### config.mk
export PLATFORM = sky130hd
export DESIGN_NAME = image_processor_bram
export DESIGN_NICKNAME = d
export VERILOG_FILES = /design/src/rtl/image_processor_pkg.sv /design/src/rtl/image_processor_bram_pixel_alu.sv /design/src/rtl/image_processor_bram.sv
export SDC_FILE = /design/constraint.sdc
export NUM_CORES = 1
export LEC_CHECK = 0
export ABC_AREA = 1
export CORE_MARGIN = 2
export CORE_UTILIZATION = 35
export CTS_CLUSTER_SIZE = 25
export DETAILED_ROUTE_END_ITERATION = 8
export HOLD_SLACK_MARGIN = 0.06
export PLACE_DENSITY = 0.66
export SLEW_MARGIN = 40
export SYNTH_ARGS = -nofsm -noshare
export SYNTH_HDL_FRONTEND = slang
export SYNTH_SLANG_ARGS = --single-unit
### constraint.sdc
create_clock -name clk -period 3.3 [get_ports clk]
set_input_delay 0.825 -clock clk [delete_from_list [all_inputs] [get_ports clk]]
set_output_delay 0.825 -clock clk [all_outputs]
set_load 0.02 [all_outputs]
### src/rtl/image_processor_pkg.sv
// Shared constants and types for the image processor: op codes, FSM states,
// latched run configuration and a saturating channel add.
package image_processor_pkg;

    localparam int PIXEL_W = 24;
    localparam int CHAN_W  = 8;
    localparam int NUM_CH  = 3;

    localparam logic [1:0] OP_NEG    = 2'b00;
    localparam logic [1:0] OP_THRESH = 2'b01;
    localparam logic [1:0] OP_BRIGHT = 2'b10;
    localparam logic [1:0] OP_GRAY   = 2'b11;

    typedef enum logic [1:0] {
        ST_IDLE,
        ST_READ,
        ST_PROC,
        ST_DONE
    } state_t;

    typedef struct packed {
        logic [1:0]        op;
        logic [CHAN_W-1:0] thresh;
        logic [CHAN_W-1:0] bright;
    } cfg_t;

    function automatic logic [CHAN_W-1:0] sat_add(input logic [CHAN_W-1:0] a,
                                                  input logic [CHAN_W-1:0] b);
        logic [CHAN_W:0] sum;
        sum = {1'b0, a} + {1'b0, b};
        return sum[CHAN_W] ? {CHAN_W{1'b1}} : sum[CHAN_W-1:0];
    endfunction

endpackage

### src/rtl/image_processor_bram_pixel_alu.sv
// Combinational per-pixel transform: negative, threshold, brightness, grayscale.
module pixel_alu
    import image_processor_pkg::*;
(
    input  logic [PIXEL_W-1:0] pix_in,
    input  logic [1:0]         op,
    input  logic [CHAN_W-1:0]  thresh,
    input  logic [CHAN_W-1:0]  bright,
    output logic [PIXEL_W-1:0] pix_out
);

    logic [NUM_CH-1:0][CHAN_W-1:0] ch;
    logic [NUM_CH-1:0][CHAN_W-1:0] neg_ch;
    logic [NUM_CH-1:0][CHAN_W-1:0] brt_ch;
    logic [9:0]                    gray_sum;
    logic [9:0]                    gray_div;
    logic [CHAN_W-1:0]             gray;

    assign ch = pix_in;

    genvar gi;
    generate
        for (gi = 0; gi < NUM_CH; gi++) begin : g_ch
            assign neg_ch[gi] = ~ch[gi];
            assign brt_ch[gi] = sat_add(ch[gi], bright);
        end
    endgenerate

    // 10-bit sum holds up to 765; quotient always fits in 8 bits
    assign gray_sum = {2'b00, ch[2]} + {2'b00, ch[1]} + {2'b00, ch[0]};
    assign gray_div = gray_sum / 10'd3;
    assign gray     = gray_div[CHAN_W-1:0];

    always_comb begin
        pix_out = '0;
        unique case (op)
            OP_NEG:    pix_out = neg_ch;
            OP_THRESH: pix_out = (gray > thresh) ? {PIXEL_W{1'b1}} : '0;
            OP_BRIGHT: pix_out = brt_ch;
            OP_GRAY:   pix_out = {gray, gray, gray};
            default:   pix_out = '0;
        endcase
    end

endmodule

### src/rtl/image_processor_bram.sv
// Whole-image processor: walks in_mem one pixel per READ/PROC pair, writes the
// transformed pixel to out_mem and pulses pixel_valid_out for each one.
module image_processor_bram
    import image_processor_pkg::*;
#(
    parameter int IMAGE_WIDTH  = 4,
    parameter int IMAGE_HEIGHT = 4
) (
    input  logic               clk,
    input  logic               rst,
    input  logic               start,
    input  logic [1:0]         operation_select,
    input  logic [7:0]         threshold_value,
    input  logic [7:0]         brightness_value,
    output logic               done,
    output logic [PIXEL_W-1:0] pixel_out,
    output logic               pixel_valid_out
);

    localparam int IMAGE_SIZE = IMAGE_WIDTH * IMAGE_HEIGHT;
    localparam int AW         = (IMAGE_SIZE > 1) ? $clog2(IMAGE_SIZE) : 1;
    localparam logic [AW-1:0] LAST_ADDR = AW'(IMAGE_SIZE - 1);

    logic [PIXEL_W-1:0] in_mem  [IMAGE_SIZE];
    logic [PIXEL_W-1:0] out_mem [IMAGE_SIZE];

    state_t             state;
    logic [AW-1:0]      addr;
    cfg_t               cfg;
    logic [PIXEL_W-1:0] rd_q;
    logic [PIXEL_W-1:0] alu_out;

    pixel_alu u_alu (
        .pix_in  (rd_q),
        .op      (cfg.op),
        .thresh  (cfg.thresh),
        .bright  (cfg.bright),
        .pix_out (alu_out)
    );

    // Memories carry no reset so contents survive rst and map onto block RAM
    always_ff @(posedge clk) begin
        if (state == ST_READ)
            rd_q <= in_mem[addr];
        if (state == ST_PROC)
            out_mem[addr] <= alu_out;
    end

    always_ff @(posedge clk) begin
        if (rst) begin
            state           <= ST_IDLE;
            addr            <= '0;
            cfg             <= '0;
            done            <= 1'b0;
            pixel_out       <= '0;
            pixel_valid_out <= 1'b0;
        end else begin
            pixel_valid_out <= 1'b0;
            unique case (state)
                ST_IDLE, ST_DONE: begin
                    if (start) begin
                        cfg   <= '{op: operation_select, thresh: threshold_value,
                                   bright: brightness_value};
                        addr  <= '0;
                        done  <= 1'b0;
                        state <= ST_READ;
                    end
                end
                ST_READ: state <= ST_PROC;
                ST_PROC: begin
                    pixel_out       <= alu_out;
                    pixel_valid_out <= 1'b1;
                    if (addr == LAST_ADDR) begin
                        done  <= 1'b1;
                        state <= ST_DONE;
                    end else begin
                        addr  <= addr + 1'b1;
                        state <= ST_READ;
                    end
                end
                default: state <= ST_IDLE;
            endcase
        end
    end

    // Simulation backdoor access to the pixel memories
    task automatic load_pixel(input int unsigned index, input logic [PIXEL_W-1:0] data);
        in_mem[AW'(index)] = data;
    endtask

    function automatic logic [PIXEL_W-1:0] read_pixel(input int unsigned index);
        return out_mem[AW'(index)];
    endfunction

endmodule

==> out/metrics.csv <==
stage,metric,value,unit
worst_setup_path,crit_path_start_kind,register,
global_route,first_global_vias,1009,
global_route,grt_max_degree,22,
worst_setup_path,worstPathMaxFanout,4,
floorplan,core_area,3310,um^2
layout,fin_util,0.465,
timing,setup_violations,0,
yosys,synth_top_area_frac,0.432,
worst_setup_path,endpoint_kind,primary output,
yosys,synth_most_common_cell,nand2_1,
timing,fmax,0.459,GHz
pwr,leakage,0.616,nW
timing,finalMaxSlewViolations,0,
timing,tns,0,ns
yosys,ys_seq_elements,26,
clock_tree,clk_latency,0.33,ns
drt,drtPass1Iterations,4,
worst_setup_path,required,2.47,ns
timing,fin_crit,2.18,ns
drt,drtIter0Drc,22,
layout,fill_cells,333,
layout,fin_nets,206,
yosys,syn_area_per_cell,7.59,um^2
timing,relSlewSlack,0.547,
yosys,syn_nets,184,
yosys,synth_common_cells,"29 x nand2_1, 26 x dfxtp_1, 21 x nor2_1, 19 x o21ai_0, 16 x buf_4",
floorplan,die_area,3930,um^2
hold_path,hold_class,reg2reg,
clock_tree,clk_pin_slew_worst_paths,0.14,ns
clock_tree,htree_num_levels,1,
floorplan,initial_core_util,0.364,
pwr,peakVddDrop,0.223,mV
clock_tree,postCtsSetupBuffers,0,
placed_design,dp_hpwl,1720,um
placed_design,io_buffers,38,
timing,rsz0062_at_grt,no,
global_route,grt_pass1_wl,4150,um
global_route,grt_use_total,0.132,
pwr,p_per_area,493,nW/um^2
clock_tree,cts_tree,yes,
yosys,synth_flop_cell,dfxtp_1,
clock_tree,holdBufCountCts,0,
yosys,yosysSeqAreaShare,0.432,
layout,drive_above_1_share,0.0556,
global_route,gr-total-overflow,0,
worst_setup_path,crit_slowest_cell,clkdlybuf4s50_1,
drt,vias,1048,
drt,drt-total-wl,2350,um
yosys,synth_edf_count,0,
global_route,antenna_found_initial,0,
timing,final_hold_viol_count,0,
floorplan,rows,21,
job,drv_cap,0,
timing,finalClockSkew,0.00211,ns
status,outcome,"complete, no violations",
yosys,synth.area.top_cells,"dfxtp_1 43%, buf_4 10%, nand2_1 9.0%",
yosys,yosys_warnings,384,
worst_setup_path,crit_chain,clkdlybuf4s50_1,
yosys,ys_async_sr_fraction,0,
drt,ant_nets,0,
worst_setup_path,critPathMaxStageDelay,0.63,ns
layout,diodes,0,
placed_design,place.gp.congestion,0.696,
drt,drc,0,
worst_setup_path,critPathArrivalTime,1.35,ns
yosys,mappedNetlistArea,1210,um^2
drt,post_drt_wl_per_cell,10.4,um
worst_setup_path,path_delay_family,buffers and inverters,
clock_tree,cts_buffers,3,
floorplan,ios,47,
yosys,synth_largest_area_cell,dfxtp_1,
clock_tree,post_cts_resized,0,
floorplan,die_h,62.7,um
worst_setup_path,crit_type,reg2out,
layout,area.growth.synth_to_final,27.6,%
yosys,ys_types,18,
drt,via_per_inst,4.64,
floorplan,die_x,62.7,um
timing,worst_slew_pin_slew,0.680,ns
clock_tree,root_buffer,clkbuf_4,
clock_tree,clock_sinks,26,
clock_tree,clk_path_buf_depth,2,
timing,post-route-period-util,0.660,
yosys,synth_cells,159,
worst_setup_path,cp_num_buf_inv,1,
-- worst paths after layout --
kind | startpoint | end | slack (ns) | cells after the start
worst max register to register | state[0] | addr[0] | 1.50 | 6
worst max-delay path | pixel_out[17] | pixel_out[17] | 1.12 | 1
worst min register to register | cfg[17] | cfg[17] | 0.47 | 2
worst min-delay path | cfg[17] | cfg[17] | 0.47 | 2
-- cell families after synthesis --
| logic type | Yosys count | synth area share |
|---|---|---|
| compound gates | 34 | 0.141 |
| buf+inv | 35 | 0.174 |
| simple gates | 60 | 0.212 |
| flops | 26 | 0.432 |
| fa+ha+maj | 4 | 0.0415 |
-- power breakdown --
group	switching, W	internal (W)
combinational	0.000100	0.0000764
clock	0.0000999	0.000123
sequential	0.0000170	0.000343
-- sequential cells by signal, summed over array words and instances (netlist names) --
name / count
cfg: 10
pixel_out: 8
addr: 4
state: 2
done: 1
pixel_valid_out: 1
-- area by class of cell --
class,instances,area (um^2),area share
clock buffers,3,22.5,0.0146
flip-flops and latches,26,520,0.338
clock inverters,1,30.0,0.0195
inverters,14,52.6,0.0341
multi-input cells,98,475,0.309
repair buffers,38,380,0.247
well taps,46,57.6,0.0374
-- routing by layer --
layer  routed length [um]  GRT usage  vias up
met4                   70     0.0861        0
met3                  122     0.0270        7
met5                    0          0        -
met2                 1150      0.231       29
met1                 1010      0.142      481
li1                     -          -      531
-- stage by stage --
stage               area, um^2  power (W)  hold slack, ns  setup WS (ns)  cells
CTS                       1540   0.000763           0.469           1.11    226
global placement          1490   0.000538           0.442           1.02    222
global route              1540   0.000801           0.496           1.06    226
detailed placement        1490   0.000545           0.450          0.979    222
floorplan                 1210   0.000491           0.430           1.84    159
finish                    1540   0.000759           0.470           1.12    226
-- placed cells by master (no fill, tap or decap), drive strengths merged --
master	count
clkinv	1
nor2	22
clkbuf	3
inv	13
a21oi	14
nand2	32
dfxtp	26
bufinv	1
nand4	1
ha	4
nand3	5
o21ai	20
clkdlybuf4s50	38
(Power assumes the default switching activity.)
